### config.mk
export PLATFORM = sky130hd
export DESIGN_NAME = mole_sched
export DESIGN_NICKNAME = d
export VERILOG_FILES = /design/src/rtl/mole_sched.sv
export SDC_FILE = /design/constraint.sdc
export NUM_CORES = 1
export LEC_CHECK = 0
export BUFFER_PORTS_ARGS = -buffer_cell sky130_fd_sc_hd__buf_2
export CAP_MARGIN = 25
export CELL_PAD_IN_SITES_DETAIL_PLACEMENT = 0
export CELL_PAD_IN_SITES_GLOBAL_PLACEMENT = 1
export CORE_UTILIZATION = 40
export CTS_CLUSTER_DIAMETER = 40
export DETAILED_ROUTE_END_ITERATION = 16
export PLACE_DENSITY_LB_ADDON = 0.1
export SYNTH_ARGS = -nofsm -noshare
export SYNTH_HDL_FRONTEND = slang
export SYNTH_SLANG_ARGS = --single-unit
export TNS_END_PERCENT = 10
### constraint.sdc
create_clock -name clk -period 1.8 [get_ports clk]
set_input_delay 0.09 -clock clk [delete_from_list [all_inputs] [get_ports clk]]
set_output_delay 0.09 -clock clk [all_outputs]
set_load 0.05 [all_outputs]
### src/rtl/mole_sched.sv
// Whack-a-mole game sequencer: LFSR mole pick, lit window, edge-detected hit/miss judging, score.
// Optional MOLE_SCHED_PENALTY_EN: a wrong-hole press in UP ends the round as a miss and costs a point.
module mole_sched #(
  parameter int         UP_CYCLES  = 8,
  parameter int         GAP_CYCLES = 4,
  parameter int         ROUNDS     = 10,
  parameter logic [4:0] LFSR_SEED  = 5'h1D
) (
  input  logic       clk,
  input  logic       rst,
  input  logic       start,
  input  logic [3:0] btn,
  output logic [3:0] mole,
  output logic [3:0] score,
  output logic       busy,
  output logic       game_over,
  output logic       hit_pulse,
  output logic       miss_pulse,
  output logic [1:0] dbg_state
);

  localparam int UW = (UP_CYCLES > 1) ? $clog2(UP_CYCLES) : 1;
  localparam int GW = (GAP_CYCLES > 1) ? $clog2(GAP_CYCLES) : 1;

  typedef enum logic [1:0] {
    S_IDLE = 2'd0,
    S_GAP  = 2'd1,
    S_UP   = 2'd2,
    S_DONE = 2'd3
  } state_t;

  state_t          r_state, w_state_nx;
  logic [4:0]      r_lfsr;
  logic [3:0]      r_btn_q;
  logic [1:0]      r_prev_idx, w_prev_nx;
  logic [GW-1:0]   r_gap_cnt, w_gap_nx;
  logic [UW-1:0]   r_up_cnt, w_up_nx;
  logic [3:0]      r_round_cnt, w_round_nx;
  logic [3:0]      r_mole, w_mole_nx;
  logic [3:0]      r_score, w_score_nx;
  logic            r_busy, w_busy_nx;
  logic            r_game_over, w_go_nx;
  logic            r_hit, w_hit_nx;
  logic            r_miss, w_miss_nx;

  logic [3:0]      w_edge;
  logic            w_in_up, w_hit, w_wrong, w_timeout, w_end, w_last;
  logic [1:0]      w_idx_raw, w_idx;
  logic [4:0]      w_lfsr_nx;

  assign w_edge    = btn & ~r_btn_q;
  assign w_in_up   = (r_state == S_UP);
  assign w_hit     = w_in_up && |(w_edge & r_mole);
`ifdef MOLE_SCHED_PENALTY_EN
  assign w_wrong   = w_in_up && !w_hit && |(w_edge & ~r_mole);
`else
  assign w_wrong   = 1'b0;
`endif
  assign w_timeout = w_in_up && !w_hit && !w_wrong && (r_up_cnt == '0);
  assign w_end     = w_hit | w_wrong | w_timeout;
  assign w_last    = ((r_round_cnt + 4'd1) == 4'(ROUNDS));

  // Avoid lighting the same hole twice in a row by stepping to the next one.
  assign w_idx_raw = r_lfsr[1:0];
  assign w_idx     = (w_idx_raw == r_prev_idx) ? w_idx_raw + 2'd1 : w_idx_raw;
  assign w_lfsr_nx = {r_lfsr[3:0], r_lfsr[4] ^ r_lfsr[2]};

  always_ff @(posedge clk or posedge rst) begin
    if (rst) begin
      r_state     <= S_IDLE;
      r_lfsr      <= LFSR_SEED;
      r_btn_q     <= 4'd0;
      r_prev_idx  <= 2'd3;
      r_gap_cnt   <= '0;
      r_up_cnt    <= '0;
      r_round_cnt <= 4'd0;
      r_mole      <= 4'd0;
      r_score     <= 4'd0;
      r_busy      <= 1'b0;
      r_game_over <= 1'b0;
      r_hit       <= 1'b0;
      r_miss      <= 1'b0;
    end else begin
      r_state     <= w_state_nx;
      r_lfsr      <= w_lfsr_nx;
      r_btn_q     <= btn;
      r_prev_idx  <= w_prev_nx;
      r_gap_cnt   <= w_gap_nx;
      r_up_cnt    <= w_up_nx;
      r_round_cnt <= w_round_nx;
      r_mole      <= w_mole_nx;
      r_score     <= w_score_nx;
      r_busy      <= w_busy_nx;
      r_game_over <= w_go_nx;
      r_hit       <= w_hit_nx;
      r_miss      <= w_miss_nx;
    end
  end

  always_comb begin
    w_state_nx = r_state;
    case (r_state)
      S_IDLE, S_DONE: if (start) w_state_nx = S_GAP;
      S_GAP:          if (r_gap_cnt == '0) w_state_nx = S_UP;
      S_UP:           if (w_end) w_state_nx = w_last ? S_DONE : S_GAP;
      default:        w_state_nx = S_IDLE;
    endcase
  end

  always_comb begin
    w_prev_nx  = r_prev_idx;
    w_gap_nx   = r_gap_cnt;
    w_up_nx    = r_up_cnt;
    w_round_nx = r_round_cnt;
    w_mole_nx  = r_mole;
    w_score_nx = r_score;
    w_busy_nx  = r_busy;
    w_go_nx    = r_game_over;
    w_hit_nx   = 1'b0;
    w_miss_nx  = 1'b0;
    case (r_state)
      S_IDLE, S_DONE: begin
        if (start) begin
          w_score_nx = 4'd0;
          w_round_nx = 4'd0;
          w_gap_nx   = GW'(GAP_CYCLES - 1);
          w_go_nx    = 1'b0;
          w_busy_nx  = 1'b1;
          w_mole_nx  = 4'd0;
        end
      end
      S_GAP: begin
        if (r_gap_cnt == '0) begin
          w_mole_nx = 4'b0001 << w_idx;
          w_prev_nx = w_idx;
          w_up_nx   = UW'(UP_CYCLES - 1);
        end else begin
          w_gap_nx = r_gap_cnt - 1'b1;
        end
      end
      S_UP: begin
        if (w_hit) begin
          w_score_nx = (r_score == 4'hF) ? 4'hF : r_score + 4'd1;
          w_hit_nx   = 1'b1;
        end else if (w_wrong) begin
          w_score_nx = (r_score == 4'd0) ? 4'd0 : r_score - 4'd1;
          w_miss_nx  = 1'b1;
        end else if (w_timeout) begin
          w_miss_nx  = 1'b1;
        end else begin
          w_up_nx    = r_up_cnt - 1'b1;
        end
        if (w_end) begin
          w_mole_nx  = 4'd0;
          w_round_nx = r_round_cnt + 4'd1;
          if (w_last) begin
            w_busy_nx = 1'b0;
            w_go_nx   = 1'b1;
          end else begin
            w_gap_nx  = GW'(GAP_CYCLES - 1);
          end
        end
      end
      default: ;
    endcase
  end

  assign mole       = r_mole;
  assign score      = r_score;
  assign busy       = r_busy;
  assign game_over  = r_game_over;
  assign hit_pulse  = r_hit;
  assign miss_pulse = r_miss;
  assign dbg_state  = r_state;

endmodule

* Yosys cells after proc, flatten, opt, wreduce, memory -nomap -nowiden *
Cells that the tools add are included.

cells by class
  $add $sub $neg = 5
  equality and inequality tests = 15
  shift-type cells = 1
  mux-type cells = 37
  bitwise operators = 5
  reduce and logical (&&, ||, !) cells = 18

operator list
  cell                                                                count
  4-bit two-way mux                                                   6
  2-bit two-way mux                                                   9
  4-bit case mux with 2 select lines                                  2
  2-bit != test (second input constant)                               6
  2-bit case mux with 3 select lines                                  2
  4-bit case mux with 3 select lines                                  1
  4-bit AND reduction                                                 3
  1-bit two-way mux                                                   11
  3-bit two-way mux                                                   3
  3-bit AND reduction                                                 3
  4-bit by 1-bit adder with 4-bit output (second input constant)      2
  4-bit bitwise AND                                                   2
  4-bit equality test (second input constant)                         2
  2-bit by 1-bit != test with 1-bit output (second input constant)    3
  3-bit case mux with 2 select lines                                  1
  2-bit equality test (second input constant)                         2
  2-bit zero test                                                     2
  4-bit NOT                                                           1
  1-bit case mux with 2 select lines                                  2
  2-bit nonzero test                                                  2
  4-bit OR reduction                                                  1
  1-bit by 2-bit << shifter with 4-bit output (first input constant)  1
  1-bit logical AND                                                   3
  3-bit zero test                                                     1
  10 further kinds                                                    10

storage, ports and cells
  register bits = 34
  logic and storage cells = 94

* Longest topological paths before layout *
Gate-level depths: netlist (run 1).

  depth in word-level cells = 11
  mapped depth = 7
  gate-level depth less buffers = 6

* Worst setup path after synthesis (run 1) *
Ideal clock, no wire load.

  path type = register -> register
  start = register r_state[0], in the netlist dbg_state[0]
  end = register r_mole[0], in the netlist mole[0]
  arrival = 2.033 ns
  data required time = 1.675 ns
  path slack = -0.358 ns
  stages on the path, launching flop included = 6
  cells stage by stage = dfrtp_1 > inv_1 > ha_1 > nor2b_1 > a311oi_4 > mux2_2

on the way
  cells in the longest elaborated chain, start to end = 8
  elaborated cells between the ends (all ways) = 15
  those cells by class = 6 x eq/ne; 1 x mux; 1 x bitwise; 7 x reduce/logical

RTL lines
  item                                                line     source
  from (decl)                                         32       state_t r_state, w_state_nx;
  from (signal assigned)                              84       r_state <= w_state_nx;
  2-bit equality test                                 52, 121
  1-bit logical AND                                   53       assign w_hit = w_in_up && |(w_edge & r_mole);
  1-bit zero test                                     59       assign w_timeout = w_in_up && !w_hit && !w_wrong && (r_up_cnt == '0);
  1-bit logical AND (2 in series)                     59
  1-bit OR                                            60       assign w_end = w_hit | w_wrong | w_timeout;
  2-bit by 1-bit != test with 1-bit output (no line)  --
  3-bit AND reduction (no line)                       --
  to (signal assigned)                                91       r_mole <= w_mole_nx;
  to (decl)                                           39       logic [3:0] r_mole, w_mole_nx;

Parallel ways exist; a longest one is shown, timed or not.
A chain may end at the register's enable or synchronous reset.

* Worst setup path after layout (run 1) *
  start = register r_state[1], in the netlist dbg_state[1]
  end = register r_mole[3], in the netlist mole[3]

Same word-level chain as after synthesis.

==> results of run 1 <==
## metal layers
| layer | track usage [%] | vias up |
|---|---|---|
| met2 | 30.20 | 32 |
| met4 | 8.073 | 0 |
| li1 | - | 677 |
| met1 | 24.05 | 656 |
| met3 | 5.667 | 5 |
| met5 | 0 | - |
## cell usage in the layout (no fill, tap or decap), types with 2 or more instances in the layout
master                          netlist  layout
sky130_fd_sc_hd__a21oi_1             10      10
sky130_fd_sc_hd__and3_1               3       3
sky130_fd_sc_hd__buf_2                0      20
sky130_fd_sc_hd__buf_4                0      13
sky130_fd_sc_hd__bufinv_16            0       2
sky130_fd_sc_hd__clkbuf_8             0       6
sky130_fd_sc_hd__dfrtp_1             28      22
sky130_fd_sc_hd__dfrtp_2              0       6
sky130_fd_sc_hd__dfstp_2              6       6
sky130_fd_sc_hd__dlygate4sd3_1        0       5
sky130_fd_sc_hd__ha_1                 9       7
sky130_fd_sc_hd__inv_1               14      12
sky130_fd_sc_hd__inv_2                0       2
sky130_fd_sc_hd__mux2_2               6       2
sky130_fd_sc_hd__mux2_4               0       4
sky130_fd_sc_hd__mux2i_1              6       6
sky130_fd_sc_hd__nand2_1             21      20
sky130_fd_sc_hd__nand3_1              3       3
sky130_fd_sc_hd__nand3b_1             2       2
sky130_fd_sc_hd__nor2_1              11      11
sky130_fd_sc_hd__nor4_1               2       2
sky130_fd_sc_hd__o21a_1               2       2
sky130_fd_sc_hd__o21ai_0             10      10
## flip-flops by register name, indices dropped and copies added (netlist names)
register     cells
score            4
r_btn_q          4
r_up_cnt         3
r_round_cnt      4
r_prev_idx       2
mole             4
dbg_state        2
game_over        1
busy             1
hit_pulse        1
miss_pulse       1
r_gap_cnt        2
r_lfsr           5
## path summary, 6_finish.rpt
path | from | slack (ns) | endpoint | cells after the start
setup / recovery | dbg_state[1]$_DFFE_PP0P_ | 0.02 | mole[3]$_DFFE_PP0P_ | 5
hold reg to reg | r_lfsr[3]$_DFF_PP1_ | 0.36 | r_lfsr[4]$_DFF_PP1_ | 0
setup reg to reg | dbg_state[1]$_DFFE_PP0P_ | 0.02 | mole[3]$_DFFE_PP0P_ | 5
min in group asynchronous | rst | 0.44 | r_up_cnt[2]$_DFFE_PP0P_ | 4
max in group asynchronous | rst | 1.03 | r_prev_idx[1]$_DFFE_PP1P_ | 4
hold / removal | start | 0.19 | busy$_DFFE_PP0P_ | 3
## kinds of logic (layout without fill, tap and decap cells)
group | after synthesis | count (layout) | synth area share [%]
AND/OR/NAND/NOR | 55 | 55 | 15.92
AO/OA/AOI/OAI | 39 | 39 | 16.36
flip-flops | 34 | 34 | 49.42
buffers and inverters | 16 | 60 | 3.458
multiplexers | 12 | 12 | 7.349
adder cells (fa/ha/maj) | 9 | 9 | 6.484
XOR/XNOR | 2 | 2 | 1.009
## worst min-delay path: cells and delay by family
family | cells | cell delay [ns]
compound gates | 2 | 0.20
buf+inv | 1 | 0.14
## area by class of cell
type,count,area share [%]
Inverter,14,2.303
Tap cell,50,2.741
Multi-Input combinational cell,117,39.91
Timing Repair Buffer,38,10.86
Clock inverter,2,2.632
Sequential cell,34,37.94
Clock buffer,6,3.618
## timing repair
| item | in CTS | in global routing |
|---|---|---|
| hold endpoints to repair | 32 | 0 |
| gates resized for setup | 1 | 6 |
| pin swaps | 0 | 1 |
| gates cloned | 0 | 0 |
| hold buffers | 5 | 0 |
| setup endpoints to repair | 3 | 13 |
## where the power goes
| group | switching [mW] | internal (mW) |
|---|---|---|
| logic | 0.835 | 0.621 |
| clock network | 0.270 | 0.591 |
| registers | 0.0917 | 0.880 |
==> impl.org, run 1 <==
** Status
- Result of the run :: finished clean

** GRT
- Pin count of the biggest net entering global routing :: 35
- Global-route wire length before repair :: approximately 6300 µm
- Combined global-route utilization of all metal layers :: around a fifth
- Initial antenna violation count :: 0
- The number of global-route vias before repair is between 1000 and 1500.
- GRT overflow :: 0

** Logic synthesis
- The average instance in the mapped netlist occupies between 10 and 15 µm².
- In the post-synthesis netlist, the cell with the most instances is sky130_fd_sc_hd__dfrtp_1.
- Async set-reset flop share out of synthesis :: 100.0%
- Leading post-synthesis cells by cell area :: sky130_fd_sc_hd__dfrtp_1, sky130_fd_sc_hd__dfstp_2, sky130_fd_sc_hd__ha_1
- The synthesized design devotes to its leading area cell type roughly two fifths of total area.
- Synthesized cell area :: 1737 µm²
- Area leader, netlist :: sky130_fd_sc_hd__dfrtp_1
- Post-synthesis register bit count :: 34
- Syn Nets :: about 180
- After synthesis, flip-flops and latches occupy 49.42% of the total area.
- Number of enable-type register cells in the synthesized netlist :: 0
- Synthesis produced approximately 170 cells.
- Unique masters post-synth :: 45
- Yosys printed 0 warnings.
- Most frequent cells after synthesis :: sky130_fd_sc_hd__dfrtp_1, sky130_fd_sc_hd__nand2_1, sky130_fd_sc_hd__inv_1
- For this run, the leading register cell type out of synthesis is sky130_fd_sc_hd__dfrtp_1.

** Die
- Pin placement for this block handled 21 I/O pins.
- The die covers approximately 4600 µm².
- Die boundary width :: 67.89 µm
- From bottom edge to top edge, the die measures about 68 µm.
- The initial utilization of the core area, before any placement, comes to between 40% and 50%.
- Number of placement rows :: 23
- Area inside the core boundary :: 4086 µm²

** Power
- The analysis attributes to cell leakage a power of 1.092 nW.
- IR Drop Worst-Case VDD :: between 0.0007 and 0.0008 V
- Dividing total power by cell area gives a power density of ~1400 nW/µm².
- Sum of internal, switching and leakage power :: about 3.3 mW

** Layout
- Summed area of non-filler cells in the final layout :: between 2000 and 2500 µm²
- The repair_antennas step left the layout with diodes totalling 0.
- Layout Utilization :: a little under three fifths
- Summing all multi-input logic gate instances after layout gives 910.9 µm².
- From synthesis to final layout, the design area changed by 31.41%.
- Share of final-layout standard cells stronger than drive strength 1 :: a little over a third
- The sequential cells in the finished layout cover a total of 865.8 µm².
- Non-Filler Instances :: 261
- Number of nets in the layout :: approximately 230
- The filler cells instantiated in the layout total between 300 and 400.

** Placement
- Placed cell count :: 248
- Detailed placement finished with a half-perimeter wire length of about 2700 µm.
- GPL Wtd Cong :: approximately 0.8
- During placement, the flow inserted port buffers numbering 20.
- Placed Instance Area :: a little over 2000 µm²
- OpenSTA, run right after detailed placement, puts the worst setup slack at roughly 0.019 ns.

** Drt
- Number of design rule violations left after detail routing :: 0
- 1st-iter DRT viols :: 48
- Signal routing reaches up to met4.
- For this block, the via count after detailed routing is roughly 1400.
- Count of nets left with antenna violations after detail routing :: 0
- Average wire length per cell after detail routing :: between 10 and 15 µm
- Met3 layer wire length in the routed design :: 175 µm
- The first detailed-routing pass took 4 iterations.
- Met2 Routed Length :: 1743 µm
- The detailed router put a total of about 1800 µm of wire on met1.
- For this block, the routed nets add up to 3723 µm of wire.
- Using the TritonRoute via totals, the vias-per-cell ratio works out to between 5 and 6.

** Worst setup path
- Cell Chain, Critical Path :: inv_2, ha_2, and2b_2, a311oi_4, mux2_4
- Among cell families on the critical path, the largest total delay comes from flip-flops.
- The setup path with the least slack is of type flip-flop to flip-flop.
- Cell with the largest stage delay on the worst path :: sky130_fd_sc_hd__dfrtp_2
- Data required time at the worst endpoint :: between 1.5 and 2 ns
- The worst setup path is launched from a flip-flop.
- Counting both buffers and inverters, the worst setup path holds a total of 1.
- Data on the critical path arrives at its endpoint at roughly 2 ns.
- Of all nets on the critical path, the largest fanout is 5.
- Kind of end point of the critical path :: flip-flop
- On the worst path, the slowest cell contributes a delay of between 0.4 and 0.5 ns.

** CTS
- Root buf cell :: sky130_fd_sc_hd__clkbuf_8
- TritonCTS built the clock tree.
- No sink is reached through more buffers than the 2 on the longest clock path.
- In this run the post-CTS setup repair buffer count came out at 0.
- The H-tree was split into 2 levels.
- Clock-pin slew was measured on the worst setup and hold paths at around 0.07 ns.
- Clock tree synthesis found a total of 34 sinks.
- Clock network latency to the later pin of the worst-skew pair :: roughly 0.28 ns
- CTS buffer count :: 5

** Timing
- Headroom to the max-slew limit :: 69.88%
- Timing would allow up to around 560 MHz.
- Final hold violations :: 0
- Dividing the final minimum period by the clock period gives between 90 and 100%.
- Hold WS :: 0.1918 ns
- For the pin with the worst max-slew slack, the measured transition is 0.4518 ns.
- Final period demand of the worst path :: roughly 1.8 ns
- Final worst-path setup slack :: about 0.018 ns
- The count of pins over their slew limit came to 0.
- Sum Neg Setup Slack :: 0 ns
- Number of setup violations in the final report :: 0
- Unrepaired setup endpoints after global routing :: true
- Worst clock skew :: ~0.0060 ns

** Run
- Reported max-cap violation count :: 0

** Worst hold path
- The tightest min-delay check is of the input pin to flip-flop type.
Power figures use the tool's default switching activity.
==> run 2: changes to the inputs <==
Settings changed: MAX_ROUTING_LAYER set to met4.
==> run 2 against run 1 <==
Compared with the run above:
- largest cell class unchanged
- critical path type unchanged
- flip-flop and latch count stayed put
- final area unchanged
- non-clock buffer count unchanged
- sequential power is essentially flat
- clock power barely moved
- die area stayed put
- worst hold slack barely moved
- critical path depth unchanged
- worst setup slack improved by 0.0031 ns
- total power is 0.21% higher
==> impl.org, run 2 (synthesis gave the netlist of run 1 again) <==
** Timing
- Sum Neg Setup Slack :: 0 ns
- Count of pins over their slew limit :: 0
- Headroom to the max-slew limit came out at 70.03%.
- In the post-route analysis, the smallest setup slack over all paths is ~0.022 ns.
- Worst-Margin Slew :: about 0.45 ns
- Setup violations remaining at the end of the flow were counted as 0.
- Across the routed clock network, the largest skew measured is between 0.006 and 0.007 ns.
- Final hold violations :: 0
- Static timing analysis puts the maximum clock frequency at approximately 560 MHz.
- Setup repair after global routing could not meet its margin everywhere.
- The worst path needs ~1.8 ns of the cycle, external delays included.
- Ratio of final minimum period to clock period :: 98.80%

** Status
- Result of the run :: finished clean

** Drt
- Count of nets left with antenna violations after detail routing :: 0
- For this run, design rule violations remaining after detail routing come to 0.
- Routed vias :: between 1000 and 1500
- After detailed routing, the average wire length per cell comes to around 14 µm.
- Final WL :: approximately 3700 µm
- Via/cell ratio :: 5.203
- 1st-iter DRT viols :: 60
- Detailed Routing Iterations Pass 1 :: 4

** Worst setup path
- STA puts the critical path data required time at 1.97 ns.
- Along the worst path, the maximum fanout reaches 5.
- Cells on worst reg2reg path :: 5
- At the worst endpoint, the arrival time is ~2.0 ns.
- The worst setup path is captured at a flip-flop.
- STA classifies the critical path startpoint as a flip-flop.
- The critical path is of the flip-flop to flip-flop type.

** Die
- Total I/O pin count :: 21
- Area inside the core boundary :: roughly 4100 µm²
- The initial utilization of the core area, before any placement, comes to 42.50%.
- The floorplan step set the die height to 67.89 µm.
- From left edge to right edge, the die measures 67.89 µm.
- Number of placement rows :: 23
- The floorplan step defined a die boundary enclosing roughly 4600 µm².

** Power
- Of the total power, registers draw 29.5%.
- Combinational cell fraction of total power :: about 44%
- For this design the static power due to leakage is roughly 1.1 nW.
- In this run the power spent charging and discharging nets is approximately 1.2 mW.
- Internal power :: between 2 and 2.5 mW
- IR analysis of the VDD net gives a maximum drop of 0.0007751 V.
- After layout, the design draws a total of about 3.3 mW.
- Net switching is 36.52% of the power.
- Power spread over the standard cell area amounts to 1444 nW/µm².
- Clock group share of total power :: a little over a quarter

** CTS
- TritonCTS clock tree :: yes
- Root buf cell :: sky130_fd_sc_hd__clkbuf_8
- The H-tree generated during clock tree synthesis spans 2 levels.
- Counting every sink on the clock net gives 34.
- Clock-pin slew was measured on the worst setup and hold paths at around 0.070 ns.
- TritonCTS created 5 clock buffers.
- The longest clock path from root to sink contains 2 buffers.
- Clock network latency to the later pin of the worst-skew pair :: 0.28 ns

** Placement
- Including well taps, the total number of placed cells is 248.
- In this run the tool buffered the top-level ports with 20 buffer cells.
- Final HPWL DP :: 2664 µm
- Post-Place Setup Slack :: 0.01884 ns
- At the end of routability-driven placement, the weighted congestion stood at around 0.80.
- Placed Instance Area :: around 2000 µm²

** Layout
- Registers take 865.8 µm².
- For this run, the post-layout net count is ~230.
- The number of antenna diodes in the final layout is 0.
- Share of final-layout standard cells stronger than drive strength 1 :: a little over a third
- Syn-to-layout area delta :: 31.41%
- Most frequent standard cell in the layout excluding fill and tap cells :: sky130_fd_sc_hd__dfrtp_1
- The filler cells instantiated in the layout total 356.
- Commonest cells after routing, fill and taps aside :: sky130_fd_sc_hd__dfrtp_1, sky130_fd_sc_hd__nand2_1, sky130_fd_sc_hd__buf_2
- Summed area of non-filler cells in the final layout :: around 2300 µm²
- Total area of multi-input combinational cells :: just over 900 µm²
- r_lfsr holds more flip-flops than any other register.
- Non-Filler Instances :: 261
- Flip-flop count of the largest register, all copies and words added :: 5

** Worst hold path
- Hold Crit Depth :: 3
- Path type of the worst min-delay path :: input pin to flip-flop

** GRT
- Vias in the first global route :: approximately 1400
- The initial antenna violation count came to 0.
- Global routing finished with a remaining overflow of 0.
- Entering global routing, the biggest net connects 35 pins.
- Global-route wire length before repair :: around 6300 µm
- Global routing used roughly a fifth of the available tracks across all layers.

** Run
- Reported max-cap violation count :: 0
-- run 2: cell counts in the layout (fill, tap and decap cells not counted) --
Identical to the previous run, type by type.
-- run 2: final cells by class --
type	instances	area share [%]
inverters	14	2.303
flip-flops and latches	34	37.94
multi-input cells	117	39.91
clock buffers	6	3.618
well taps	50	2.741
clock inverters	2	2.632
repair buffers	38	10.86
-- run 2: critical path: stages (launching register included) --
cell and delay [ns]:
sky130_fd_sc_hd__dfrtp_2 0.42, sky130_fd_sc_hd__inv_2 0.06, sky130_fd_sc_hd__ha_2 0.20, sky130_fd_sc_hd__and2b_2 0.25
sky130_fd_sc_hd__a311oi_4 0.40, sky130_fd_sc_hd__mux2_4 0.34
-- run 2: power by group through the flow --
stage	combinational, mW	clock [mW]	sequential, mW
after floorplan	0.857	0	1.15
after global placement	1.35	0	0.976
after detailed placement	1.37	0	0.983
after CTS	1.39	0.892	0.969
after global routing	1.62	0.928	0.989
final	1.46	0.864	0.972
-- run 2: repair_timing --
| item | in CTS | in global routing |
|---|---|---|
| buffers inserted | 0 | 0 |
| hold endpoints to repair | 32 | 0 |
| gates resized for setup | 1 | 6 |
| hold buffers | 5 | 0 |
| pin swaps | 0 | 1 |
| setup endpoints to repair | 3 | 13 |
-- run 2: metal layers --
layer | track usage [%] | wire (µm) | share of wire [%]
met1 | 24.16 | 1746 | 47
met2 | 30.20 | 1732 | 47
met5 | - | 0 | 0
met3 | 5.667 | 164 | 4.4
met4 | 8.073 | 53 | 1.4
-- run 2: worst paths after layout --
kind	from	to	slack, ns
max	dbg_state[1]$_DFFE_PP0P_	mole[3]$_DFFE_PP0P_	0.02
min	start	busy$_DFFE_PP0P_	0.19
max reg2reg	dbg_state[1]$_DFFE_PP0P_	mole[3]$_DFFE_PP0P_	0.02
min reg2reg	r_lfsr[3]$_DFF_PP1_	r_lfsr[4]$_DFF_PP1_	0.36
max in group asynchronous	rst	r_prev_idx[1]$_DFFE_PP1P_	1.03
min in group asynchronous	rst	r_btn_q[3]$_DFF_PP0_	0.44
-- run 2: through the flow --
stage / util (%) / hold WS (ns)
after floorplan: - / 0.1214
after global placement: 50.00 / 0.1942
after detailed placement: 50.00 / 0.2054
after CTS: 54.87 / 0.1752
after global routing: 55.85 / 0.2044
final: 55.85 / 0.1913
